<file path="src/rtl/dmem_arbiter.sv">
// dmem_arbiter: shares one single-port, byte-addressed, big-endian data memory
// between the CPU load/store port (m0) and a DMA/debug port (m1).
// Each access takes IDLE -> ACCESS -> RESP, and every output is registered.
// The memory is expected to register its read data on the edge that ends ACCESS.
// Optional build macro: DMEM_ALIGN_CHECK_EN. When it is defined, misaligned or
// out-of-range commands are granted, skip the memory strobe and complete with err=1.
module dmem_arbiter #(
  parameter int ADDR_W      = 10,
  parameter int DATA_W      = 32,
  parameter int ROUND_ROBIN = 1
) (
  input  logic              clk,
  input  logic              rst_n,
  input  logic              m0_req,
  input  logic              m0_we,
  input  logic [ADDR_W-1:0] m0_addr,
  input  logic [DATA_W-1:0] m0_wdata,
  output logic              m0_gnt,
  output logic              m0_done,
  output logic [DATA_W-1:0] m0_rdata,
  output logic              m0_err,
  input  logic              m1_req,
  input  logic              m1_we,
  input  logic [ADDR_W-1:0] m1_addr,
  input  logic [DATA_W-1:0] m1_wdata,
  output logic              m1_gnt,
  output logic              m1_done,
  output logic [DATA_W-1:0] m1_rdata,
  output logic              m1_err,
  output logic [ADDR_W-1:0] mem_addr,
  output logic [DATA_W-1:0] mem_wdata,
  output logic              mem_write,
  output logic              mem_read,
  input  logic [DATA_W-1:0] mem_rdata
);

  typedef enum logic [1:0] {IDLE, ACCESS, RESP} state_t;

  state_t state;
  logic   cap_we;
  logic   cap_id;
  logic   cap_bad;
  logic   last;     // id of the requester served most recently

  logic              sel_valid;
  logic              sel_id;
  logic              sel_we;
  logic [ADDR_W-1:0] sel_addr;
  logic [DATA_W-1:0] sel_wdata;
  logic              sel_bad;

`ifdef DMEM_ALIGN_CHECK_EN
  localparam logic [ADDR_W:0] MAX_ADDR = (ADDR_W+1)'((2**ADDR_W) - 4);
`endif

  // Pick a winner among the live requests and check its command.
  always_comb begin
    sel_valid = m0_req | m1_req;
    if (m0_req && m1_req) begin
      sel_id = (ROUND_ROBIN != 0) ? ~last : 1'b0;
    end else begin
      sel_id = m1_req;
    end
    sel_we    = sel_id ? m1_we    : m0_we;
    sel_addr  = sel_id ? m1_addr  : m0_addr;
    sel_wdata = sel_id ? m1_wdata : m0_wdata;
`ifdef DMEM_ALIGN_CHECK_EN
    sel_bad = (sel_addr[1:0] != 2'b00) || ({1'b0, sel_addr} > MAX_ADDR);
`else
    sel_bad = 1'b0;
`endif
  end

`ifndef DMEM_ALIGN_CHECK_EN
  assign m0_err = 1'b0;
  assign m1_err = 1'b0;
`endif

  // Access sequencer: pulses default low each cycle, set only in their state.
  always_ff @(posedge clk or negedge rst_n) begin
    if (!rst_n) begin
      state     <= IDLE;
      cap_we    <= 1'b0;
      cap_id    <= 1'b0;
      cap_bad   <= 1'b0;
      last      <= 1'b1;
      m0_gnt    <= 1'b0;
      m1_gnt    <= 1'b0;
      m0_done   <= 1'b0;
      m1_done   <= 1'b0;
      m0_rdata  <= '0;
      m1_rdata  <= '0;
      mem_addr  <= '0;
      mem_wdata <= '0;
      mem_write <= 1'b0;
      mem_read  <= 1'b0;
`ifdef DMEM_ALIGN_CHECK_EN
      m0_err    <= 1'b0;
      m1_err    <= 1'b0;
`endif
    end else begin
      m0_gnt    <= 1'b0;
      m1_gnt    <= 1'b0;
      m0_done   <= 1'b0;
      m1_done   <= 1'b0;
      mem_write <= 1'b0;
      mem_read  <= 1'b0;
`ifdef DMEM_ALIGN_CHECK_EN
      m0_err    <= 1'b0;
      m1_err    <= 1'b0;
`endif
      case (state)
        IDLE: begin
          if (sel_valid) begin
            cap_we    <= sel_we;
            cap_id    <= sel_id;
            cap_bad   <= sel_bad;
            last      <= sel_id;
            mem_addr  <= sel_addr;
            mem_wdata <= sel_wdata;
            m0_gnt    <= ~sel_id;
            m1_gnt    <= sel_id;
            if (sel_bad) begin
              state <= RESP;
            end else begin
              mem_write <= sel_we;
              mem_read  <= ~sel_we;
              state     <= ACCESS;
            end
          end
        end
        ACCESS: begin
          state <= RESP;
        end
        RESP: begin
          m0_done <= ~cap_id;
          m1_done <= cap_id;
          if (!cap_bad && !cap_we) begin
            if (cap_id) m1_rdata <= mem_rdata;
            else        m0_rdata <= mem_rdata;
          end
`ifdef DMEM_ALIGN_CHECK_EN
          m0_err <= cap_bad & ~cap_id;
          m1_err <= cap_bad & cap_id;
`endif
          state <= IDLE;
        end
        default: state <= IDLE;
      endcase
    end
  end

endmodule

</file>
<file path="config.mk">
export PLATFORM = sky130hd
export DESIGN_NAME = dmem_arbiter
export DESIGN_NICKNAME = d
export VERILOG_FILES = /design/src/rtl/dmem_arbiter.sv
export SDC_FILE = /design/constraint.sdc
export NUM_CORES = 1
export LEC_CHECK = 0
export BUFFER_PORTS_ARGS = -buffer_cell sky130_fd_sc_hd__buf_2
export CORE_ASPECT_RATIO = 0.5
export CORE_MARGIN = 5
export CORE_UTILIZATION = 45
export DETAILED_ROUTE_END_ITERATION = 10
export PLACE_DENSITY = 0.82
export SLEW_MARGIN = 40
export SYNTH_ARGS = -nofsm -noshare
export SYNTH_HDL_FRONTEND = slang
export SYNTH_SLANG_ARGS = --single-unit
</file>
<file path="constraint.sdc">
create_clock -name clk -period 2.15 [get_ports clk]
set_clock_uncertainty 0.1 [all_clocks]
set_input_delay 0.3225 -clock clk [delete_from_list [all_inputs] [get_ports clk]]
set_output_delay 0.3225 -clock clk [all_outputs]
set_load 0.02 [all_outputs]
</file>
-- Yosys cells after proc, flatten, opt, wreduce, memory -nomap -nowiden
Cells that the tools add are included.
Widths: inputs -> output; s select.
- flip-flop bits (word level): 117
- input port bits: 122
- output and inout bits: 114
- word-level logic and storage cells: 44
- equality and inequality tests: 3
- mux-type cells: 16
- bitwise operators: 5
- reductions and logical operators: 6
- operators with widths (kind ; number):
    $mux 32 ; 1
    $mux 1 ; 12
    $mux 10 ; 1
    $reduce_and 3->1 ; 2
    $not 1->1 ; 4
    $pmux 2 s2 ; 1
    $eq 2x1->1 const B ; 1
    $eq 2x2->1 const B ; 1
    $logic_not 2->1 ; 1
    $mux 2 ; 1
    $ne 2x2->1 const B ; 1
    $reduce_and 2->1 ; 1
    $logic_and 1x1->1 ; 1
    $logic_not 1->1 ; 1
    $or 1x1->1 ; 1

-- Longest topological paths before layout
Gate-level depths: netlist (run 1).
- depth after elaboration: 6
- mapped depth: 5
- gate-level depth less buffers: 3

-- Worst setup path after synthesis (run 1)
Ideal clock, no wire load.
- path kind: register to register
- start: register state[0]
- end: register m1_rdata[1]
- setup time: 125 ps
- data arrival time: 1301 ps
- data required time: 1925 ps
- slack: 624 ps
- cell stages (with the launch flop): 5
- path buffers: 1
- period minus slack after synthesis: 1526 ps
- cells stage by stage: dfrtp_1 nand2b_4 nor3_4 buf_6 mux2_2
- cells in the longest elaborated chain, start to end: 2
- RTL lines (item ; RTL line ; text):
    from (decl) ; 39 ; state_t state;
    from (signal assigned) ; 82 ; state <= IDLE;
    from (signal assigned) ; 124 ; state <= RESP;
    from (signal assigned) ; 128 ; state <= ACCESS;
    $eq 2x2->1 ; 112 ; case (state)
    $reduce_and 3->1 (no source line) ; -- ;
    to (signal assigned) ; 139 ; if (cap_id) m1_rdata <= mem_rdata;
    to (decl) ; 28 ; output logic [DATA_W-1:0] m1_rdata,
Every way passes these cells.
A chain may end at the register's enable or synchronous reset.

-- Final worst setup path (run 1)
- start: register state[0]
- end: register m0_rdata[20]
- cells in the longest elaborated chain, start to end: 2
- RTL lines (item ; RTL line ; text):
    $eq 2x2->1 ; 112 ;
    $reduce_and 3->1 (no source line) ; -- ;
    to (signal assigned) ; 140 ; else m0_rdata <= mem_rdata;
    to (decl) ; 20 ; output logic [DATA_W-1:0] m0_rdata,
Every way passes these cells.

==> results of run 1 <==
## worst paths after layout
check / startpoint / endpoint / slack [ns] / depth (start not counted)
max in group asynchronous: rst_n / last$_DFFE_PN1P_ / 1.06 / 3
min in group asynchronous: rst_n / mem_wdata[5]$_DFFE_PN0P_ / 0.28 / 2
hold reg to reg: m0_rdata[31]$_DFFE_PN0P_ / m0_rdata[31]$_DFFE_PN0P_ / 0.38 / 1
setup reg to reg: state[0]$_DFFE_PN0P_ / m0_rdata[20]$_DFFE_PN0P_ / 0.51 / 4
setup / recovery: state[0]$_DFFE_PN0P_ / m0_rdata[20]$_DFFE_PN0P_ / 0.51 / 4
hold / removal: m0_wdata[2] / mem_wdata[2]$_DFFE_PN0P_ / 0.05 / 2
## what timing repair did
item / CTS / global route
endpoints found under the hold margin: 24 / 0
buffers inserted: 0 / 0
hold buffers: 1 / 0
## critical path, stage by stage (launching register included)
cell and delay (ns):
dfrtp_1 0.41, nand2b_4 0.19, nor3_4 0.18, buf_12 0.24
mux2_2 0.37
## layout by cell type (no fill, tap or decap)
master	n
a21boi_2	1
a21o_1	2
a221o_1	42
and2_1	1
and2b_1	1
and3_1	43
buf_12	4
buf_2	232
buf_4	7
bufinv_16	5
clkbuf_1	1
clkbuf_16	17
clkbuf_8	5
clkinv_2	4
conb_1	2
dfrtp_1	116
dfstp_2	1
dlygate4sd3_1	1
inv_1	2
inv_2	1
mux2_1	4
mux2_2	60
mux2i_1	2
nand2b_1	1
nand2b_4	1
nor2_1	3
nor2_4	1
nor2b_1	1
nor3_4	2
o21ai_4	1
## metal layers
metal / global-route usage / wire, µm
met5: 0 / 0
met2: 0.346 / 6450
met3: 0.0531 / 726
met1: 0.213 / 4460
met4: 0.0969 / 309
## area by class of cell
class	count	area share
Timing Repair Buffer	244	0.196
Tap cell	140	0.0263
Sequential cell	117	0.440
Inverter	3	0.00169
Clock buffer	23	0.0747
Clock inverter	9	0.0255
Multi-Input combinational cell	168	0.236
## state kept, by name (all words and copies together) (netlist names), 2 cells and up
signal / cells
m1_rdata: 32
mem_wdata: 32
m0_rdata: 32
state: 2
mem_addr: 10
## kinds of logic (layout without fill, tap and decap cells)
| family | after synthesis | count (layout) | share of synthesized area |
|---|---|---|---|
| and+or+nand+nor | 54 | 54 | 0.0772 |
| buffers and inverters | 29 | 279 | 0.0472 |
| AOI/OAI and AO/OA | 46 | 46 | 0.0966 |
| DFF | 117 | 117 | 0.621 |
| muxes | 66 | 66 | 0.157 |
| other | 1 | 2 | 0.000795 |
## through the flow
stage,worst slack (ns),cells,total power (W)
floorplan,0.624,314,0.00701
global placement,0.590,671,0.00845
detailed placement,0.541,671,0.00861
CTS,0.512,704,0.0118
global route,0.444,704,0.0123
finish,0.513,704,0.0117
## power by group through the flow
stage	registers (W)	clock network, W	logic (W)
finish	0.00388	0.00314	0.00465
global route	0.00401	0.00332	0.00498
CTS	0.00389	0.00320	0.00472
detailed placement	0.00390	0	0.00472
global placement	0.00385	0	0.00460
floorplan	0.00512	0	0.00189
==> flow_summary.toml, run 1 <==
[synth]
syn_area_um2 = 4720
synth_enable_flop_cells = 0
synth.area.top_cells = "dfrtp_1, mux2_2, a221o_1, and3_1, buf_6"
ys_types = 26
ys_seq_area_frac = 0.621
yosysMostFrequentCell = "dfrtp_1"
synth_top_cell_area_share = 0.616
synthArstFlopShare = 1.00
synth_seq_cells = 117
syn_avg_cell_area_um2 = 15.1
synth_warnings = 0
yosys.area.top_type = "dfrtp_1"
synth_common_cells = "dfrtp_1, mux2_2, and3_1, a221o_1, buf_6"
postSynthCellCount = 313
ys.flop_type = "dfrtp_1"

[power]
p_comb_frac = 0.399
seqPwrFrac = 0.332
power_leakage_nw = 3.53
power.share.clock = 0.269
p_sw_frac = 0.362
peakVddDrop_uv = 709
powerDensity_nw_per_um2 = 1750
p_sw_w = 0.00422
internal-power_w = 0.00745

[floorplanning]
core_um2 = 10200
die_w_um = 155
floorplan.rows = 26
die_y_um = 82.4
start_util = 0.462
pin_count = 236
die_area_um2 = 12800

[place]
port_buffers = 233
place_hpwl_um = 8690
dpl_cell_area_um2 = 5980
place_congestion = 0.764

[sta]
finalHoldViolCount = 0
drv_slew = 0
fmax_mhz = 611
holdWs_ns = 0.0477
setup_tns_ns = 0
setup_viol = 0
fin_crit_sh = 0.761
fin_crit_ns = 1.64
rsz0062_at_grt = "false"

[routing]
drcViolationCount = 0
dr_total_vias = 3563
drt_iter0_markers = 184
ant_nets = 0
routed_wl_um = 11900
first_pass_iters = 4
routedWlPerCell_um = 17.0
vias_per_cell = 5.06

[cts]
numCtsBuffers = 17
clockBufferDepth = 2
cts.sinks = 117
clk_latency_ns = 0.40
htreeDepth = 4
clock-root-buffer = "clkbuf_16"
clk_pin_slew_ns = 0.05
cts_resized = 0
tritoncts = "built"

[global_routing]
gr-total-overflow = 0
antenna_found_initial = 0
grt_pass1_wl_um = 18800
grt_max_degree = 49
grt_usage = 0.191
grt_pass1_vias = 3806

[critical_path]
start_kind = "flip-flop"
cp.arrival_ns = 1.82
worstPathMaxFanout = 32
worst-setup-path-type = "flip-flop to flip-flop"
crit_required_ns = 2.33
endpoint_kind = "flip-flop"

[final_layout]
postLayoutCoreUtil = 0.652
diodes = 0
final_cell_area_um2 = 6660
drive_gt1_frac = 0.606
fill_cells = 772
area_delta_synth_final_pct = 41.3
nNetsFinal = 673
multi_input_area_um2 = 1580
seqCellArea_um2 = 2930

[run_status]
status = "finished, final reports clean"

[min_path]
min_path_type = "primary input to flip-flop"

[run]
max_cap_violations = 0
Power figures use the tool's default switching activity.
==> inputs of run 2 (changes only) <==
--- a/config.mk
+++ b/config.mk
@@ -8,9 +8,9 @@
 export BUFFER_PORTS_ARGS = -buffer_cell sky130_fd_sc_hd__buf_2
 export CORE_ASPECT_RATIO = 0.5
 export CORE_MARGIN = 5
-export CORE_UTILIZATION = 45
+export CORE_UTILIZATION = 41
 export DETAILED_ROUTE_END_ITERATION = 10
-export PLACE_DENSITY = 0.82
+export PLACE_DENSITY = 0.79
 export SLEW_MARGIN = 40
 export SYNTH_ARGS = -nofsm -noshare
 export SYNTH_HDL_FRONTEND = slang
==> constraint.sdc (replaced) <==
create_clock -name clk -period 1.5 [get_ports clk]
set_clock_uncertainty 0.1 [all_clocks]
set_input_delay 0.225 -clock clk [delete_from_list [all_inputs] [get_ports clk]]
set_output_delay 0.225 -clock clk [all_outputs]
set_load 0.02 [all_outputs]
==> flow_summary.toml, run 2 (synthesized netlist as in run 1, its figures left out) <==
[min_path]
hold_end = "mem_write$_DFF_PN0_"
whs_path_depth = 3
min_path_type = "primary input to flip-flop"
hp-start = "m0_we"

[routing]
routedWlPerCell_um = 21.2
dr_total_vias = 4221
vias_per_cell = 5.22
routed_wl_um = 17100
drt_iter0_markers = 329
first_pass_iters = 4
drcViolationCount = 0
ant_nets = 0

[floorplanning]
pin_count = 236
floorplan.rows = 27
die_y_um = 85.8
die_area_um2 = 13900
core_um2 = 11100
start_util = 0.424
die_w_um = 162

[critical_path]
worstPathMaxFanout = 8
crit_required_ns = 1.68
start_kind = "flip-flop"
worstReg2RegEnd = "m0_rdata[14]$_DFFE_PN0P_"
r2r_setup_slack_ns = -0.14
worst-setup-path-type = "flip-flop to flip-flop"
endpoint_kind = "flip-flop"
cp.arrival_ns = 1.82
r2r.worst_path.cells = 5
rr_startpoint = "state[0]$_DFFE_PN0P_"

[cts]
clockBufferDepth = 2
htreeDepth = 4
clock-root-buffer = "clkbuf_16"
cts.sinks = 117
tritoncts = "built"
clk_latency_ns = 0.41
clk_pin_slew_ns = 0.07
numCtsBuffers = 17

[final_layout]
area_delta_synth_final_pct = 71.1
final_cell_mix = "buf_2, dfrtp_1, dlygate4sd3_1, mux2_4"
seqCellArea_um2 = 2930
nNetsFinal = 771
drive_gt1_frac = 0.569
layout_commonest_cell = "buf_2"
fill_cells = 671
reg_top3 = "m0_rdata: 32 flops, m1_rdata: 32 flops, mem_wdata: 32 flops"
multi_input_area_um2 = 1850

[power]
power.share.clock = 0.243
seqPwrFrac = 0.306
powerDensity_nw_per_um2 = 2330
p_sw_w = 0.00699
p_comb_frac = 0.452
p_total_w = 0.0188
internal-power_w = 0.0118
power_leakage_nw = 4.19
peakVddDrop_uv = 943
p_sw_frac = 0.372

[global_routing]
grt_pass1_wl_um = 24700
grt_pass1_vias = 4561
grt_usage = 0.231
gr-total-overflow = 0
antenna_found_initial = 1
grt_max_degree = 45

[sta]
setup_viol = 108
finalHoldViolCount = 0
fin_crit_ns = 1.64
drv_slew = 0
fin_ws_ns = -0.142
setup_tns_ns = -8.47
rsz0062_at_grt = "true"
fin_crit_sh = 1.09
fmax_mhz = 609

[run_status]
status = "finished, violations left"
violations = "negative setup slack"

[run]
max_cap_violations = 0

[place]
place_ws_ns = -0.0919
port_buffers = 233
place_congestion = 0.745
place_hpwl_um = 9040
run 2: changes by cell type in the layout (fill, tap and decap cells not counted), sizes merged:
| cell | previous run | this run |
|---|---|---|
| buf | 243 | 263 |
| clkinvlp | 0 | 4 |
| diode | 0 | 1 |
| dlygate4sd3 | 1 | 75 |
run 2: critical path: stages (launching register included):
cell,delay [ns]
dfrtp_1,0.39
nand2b_4,0.18
nor3_4,0.22
buf_6,0.15
clkbuf_16,0.17
mux2_4,0.30
run 2: worst max path at each step:
stage,start,endpoint,slack [ns],depth (start not counted)
floorplan,state[0]$_DFFE_PN0P_,m1_rdata[1]$_DFFE_PN0P_,-0.03,4
global placement,state[0]$_DFFE_PN0P_,m1_rdata[13]$_DFFE_PN0P_,-0.04,4
detailed placement,state[0]$_DFFE_PN0P_,m0_rdata[4]$_DFFE_PN0P_,-0.09,4
CTS,state[0]$_DFFE_PN0P_,m1_rdata[6]$_DFFE_PN0P_,-0.07,5
global route,state[0]$_DFFE_PN0P_,m0_rdata[14]$_DFFE_PN0P_,-0.20,5
finish,state[0]$_DFFE_PN0P_,m0_rdata[14]$_DFFE_PN0P_,-0.14,5
run 2: power groups by stage:
| stage | sequential (W) | clock, W | combinational, W |
|---|---|---|---|
| finish | 0.00574 | 0.00456 | 0.00849 |
| global route | 0.00590 | 0.00478 | 0.00891 |
| CTS | 0.00560 | 0.00454 | 0.00772 |
| detailed placement | 0.00558 | 0 | 0.00699 |
| global placement | 0.00556 | 0 | 0.00679 |
| floorplan | 0.00734 | 0 | 0.00271 |
run 2: layout make-up:
type	instances	area share
clock buffer	19	0.0561
clock inverter	13	0.0253
sequential	117	0.363
multi-input combinational	168	0.229
tap	145	0.0225
antenna	1	0.000310
inverter	3	0.00140
timing repair buffer	342	0.302
run 2: per-stage QoR:
stage	instances	hold slack [ns]	instance area [µm²]	utilization
2_1_floorplan	314	-0.171	4720	-
3_3_place_gp	683	0.0610	6090	0.548
3_5_place_dp	683	0.0655	6090	0.548
4_1_cts	799	0.0169	7750	0.698
5_1_grt	808	0.0277	8070	0.726
6_report	808	0.0331	8070	0.726
run 2: per-layer routing:
layer / global-route usage / vias to the layer above / share of wire
met5: 0 / - / 0
met4: 0.120 / 0 / 0.045
met3: 0.0595 / 57 / 0.065
met2: 0.424 / 240 / 0.52
met1: 0.250 / 2071 / 0.37
li1: - / 1853 / -
run 2: repair_timing:
item | 4_1_cts | 5_1_grt
setup buffers | 6 | 3
cloned | 4 | 5
hold endpoints to repair | 208 | 0
hold buffers | 75 | 0
endpoints found under the setup margin | 68 | 110
resized for setup | 41 | 48
pin swaps | 31 | 5
==> inputs of run 3 (changes only) <==
==> constraint.sdc (replaced) <==
create_clock -name clk -period 1.45 [get_ports clk]
set_clock_uncertainty 0.1 [all_clocks]
set_input_delay 0.2175 -clock clk [delete_from_list [all_inputs] [get_ports clk]]
set_output_delay 0.2175 -clock clk [all_outputs]
set_load 0.02 [all_outputs]
==> flow_summary.toml, run 3 (synthesized netlist as in run 1, its figures left out) <==
[sta]
setup_viol = 108
fin_crit_ns = 1.60
fin_crit_sh = 1.11
fin_ws_ns = -0.155
drv_slew = 0
fmax_mhz = 623
finalHoldViolCount = 0
rsz0062_at_grt = "true"

[critical_path]
worstPathMaxFanout = 5
r2r.worst_path.cells = 5
critPathSlowestCell = "dfrtp_1"
worstReg2RegEnd = "m1_rdata[27]$_DFFE_PN0P_"
r2r_setup_slack_ns = -0.15
endpoint_kind = "flip-flop"
crit_chain = "inv_2 > nor3_4 > buf_6 > clkbuf_16 > mux2_4"
worst-setup-path-type = "flip-flop to flip-flop"
start_kind = "flip-flop"
cp.arrival_ns = 1.78
crit_required_ns = 1.63
rr_startpoint = "cap_id$_DFFE_PN0P_"
cpPeakStageDelay_ns = 0.45

[place]
place_congestion = 0.753
port_buffers = 233
place_hpwl_um = 9160
dpl_cell_area_um2 = 6140
dp_cells = 684

[routing]
routedWlPerCell_um = 19.9
dr_total_vias = 4062
vias_per_cell = 5.06
first_pass_iters = 4
routed_wl_um = 16000
drt_iter0_markers = 171
ant_nets = 0
drcViolationCount = 0

[global_routing]
grt_max_degree = 39
grt_usage = 0.220
gr-total-overflow = 0
grt_pass1_wl_um = 23800
grt_pass1_vias = 4584
antenna_found_initial = 1

[floorplanning]
die_area_um2 = 13900
core_um2 = 11100
floorplan.rows = 27
die_y_um = 85.8
pin_count = 236
die_w_um = 162
start_util = 0.424

[final_layout]
final_cell_area_um2 = 7910
final_cell_mix = "buf_2, dfrtp_1, dlygate4sd3_1, mux2_4, and3_1"
drive_gt1_frac = 0.559
area_delta_synth_final_pct = 67.7
postLayoutCoreUtil = 0.712
reg_top3 = "m0_rdata: 32 flops, m1_rdata: 32 flops, mem_wdata: 32 flops"
layout_commonest_cell = "buf_2"
nNetsFinal = 767
stdcell_count = 802
diodes = 0

[cts]
tritoncts = "built"
htreeDepth = 4
cts.sinks = 117
clk_latency_ns = 0.40
clockBufferDepth = 2
clock-root-buffer = "clkbuf_16"
numCtsBuffers = 17
clk_pin_slew_ns = 0.05

[power]
powerDensity_nw_per_um2 = 2350
power_leakage_nw = 4.12
p_total_w = 0.0186
peakVddDrop_uv = 957

[min_path]
whs_path_depth = 3
min_path_type = "primary input to flip-flop"
hp-start = "m0_we"
hold_end = "mem_write$_DFF_PN0_"

[run_status]
status = "finished, violations left"
violations = "negative setup slack"

[run]
max_cap_violations = 0
## run 3: cell type report
type,instances,area (µm²)
Fill cell,733,3200
Sequential cell,117,2930
Timing Repair Buffer,338,2390
Multi-Input combinational cell,168,1780
Clock buffer,22,484
Tap cell,145,181
Clock inverter,9,125
Inverter,3,11.3
## run 3: worst max-delay path by stage
stage	startpoint	endpoint	depth (start not counted)
after CTS	state[0]$_DFFE_PN0P_	m0_rdata[31]$_DFFE_PN0P_	5
after global placement	state[0]$_DFFE_PN0P_	m0_rdata[23]$_DFFE_PN0P_	4
final	cap_id$_DFFE_PN0P_	m1_rdata[27]$_DFFE_PN0P_	5
after global routing	cap_id$_DFFE_PN0P_	m1_rdata[27]$_DFFE_PN0P_	5
after detailed placement	state[1]$_DFFE_PN0P_	m1_rdata[15]$_DFFE_PN0P_	4
after floorplan	state[0]$_DFFE_PN0P_	m1_rdata[1]$_DFFE_PN0P_	4
## run 3: layer usage
metal / share of wire / vias to the layer above / GRT usage
met2: 0.54 / 149 / 0.420
met3: 0.050 / 40 / 0.0499
li1: - / 1847 / -
met1: 0.38 / 2024 / 0.238
met4: 0.027 / 2 / 0.0921
met5: 0.00081 / - / 0
## run 3: critical path, delay by kind of cell (launching register included)
family / cells / cell delay [ns]
flops: 1 / 0.45
buf+inv: 3 / 0.41
mux: 1 / 0.30
simple gates: 1 / 0.21
## run 3: metrics by stage
stage               setup WS [ns]  hold WS (ns)  setup TNS (ns)
finish                     -0.155       0.00634          -10.55
global route               -0.189        0.0197          -14.98
CTS                        -0.108        0.0120           -6.40
detailed placement        -0.0908        0.0505           -5.43
global placement          -0.0540        0.0541           -2.99
floorplan                 -0.0744        -0.178           -4.83
## run 3: power by group
group	switching (W)	total [W]	internal, W
registers	0.000981	0.00587	0.00489
clock network	0.00141	0.00427	0.00286
logic	0.00446	0.00848	0.00403
## run 3: timing repair
action,CTS,global route
resized for setup,31,33
endpoints found under the setup margin,106,110
hold buffers,75,0
endpoints found under the hold margin,223,0
buffers inserted,3,3
pin swaps,0,12
cloned,1,7
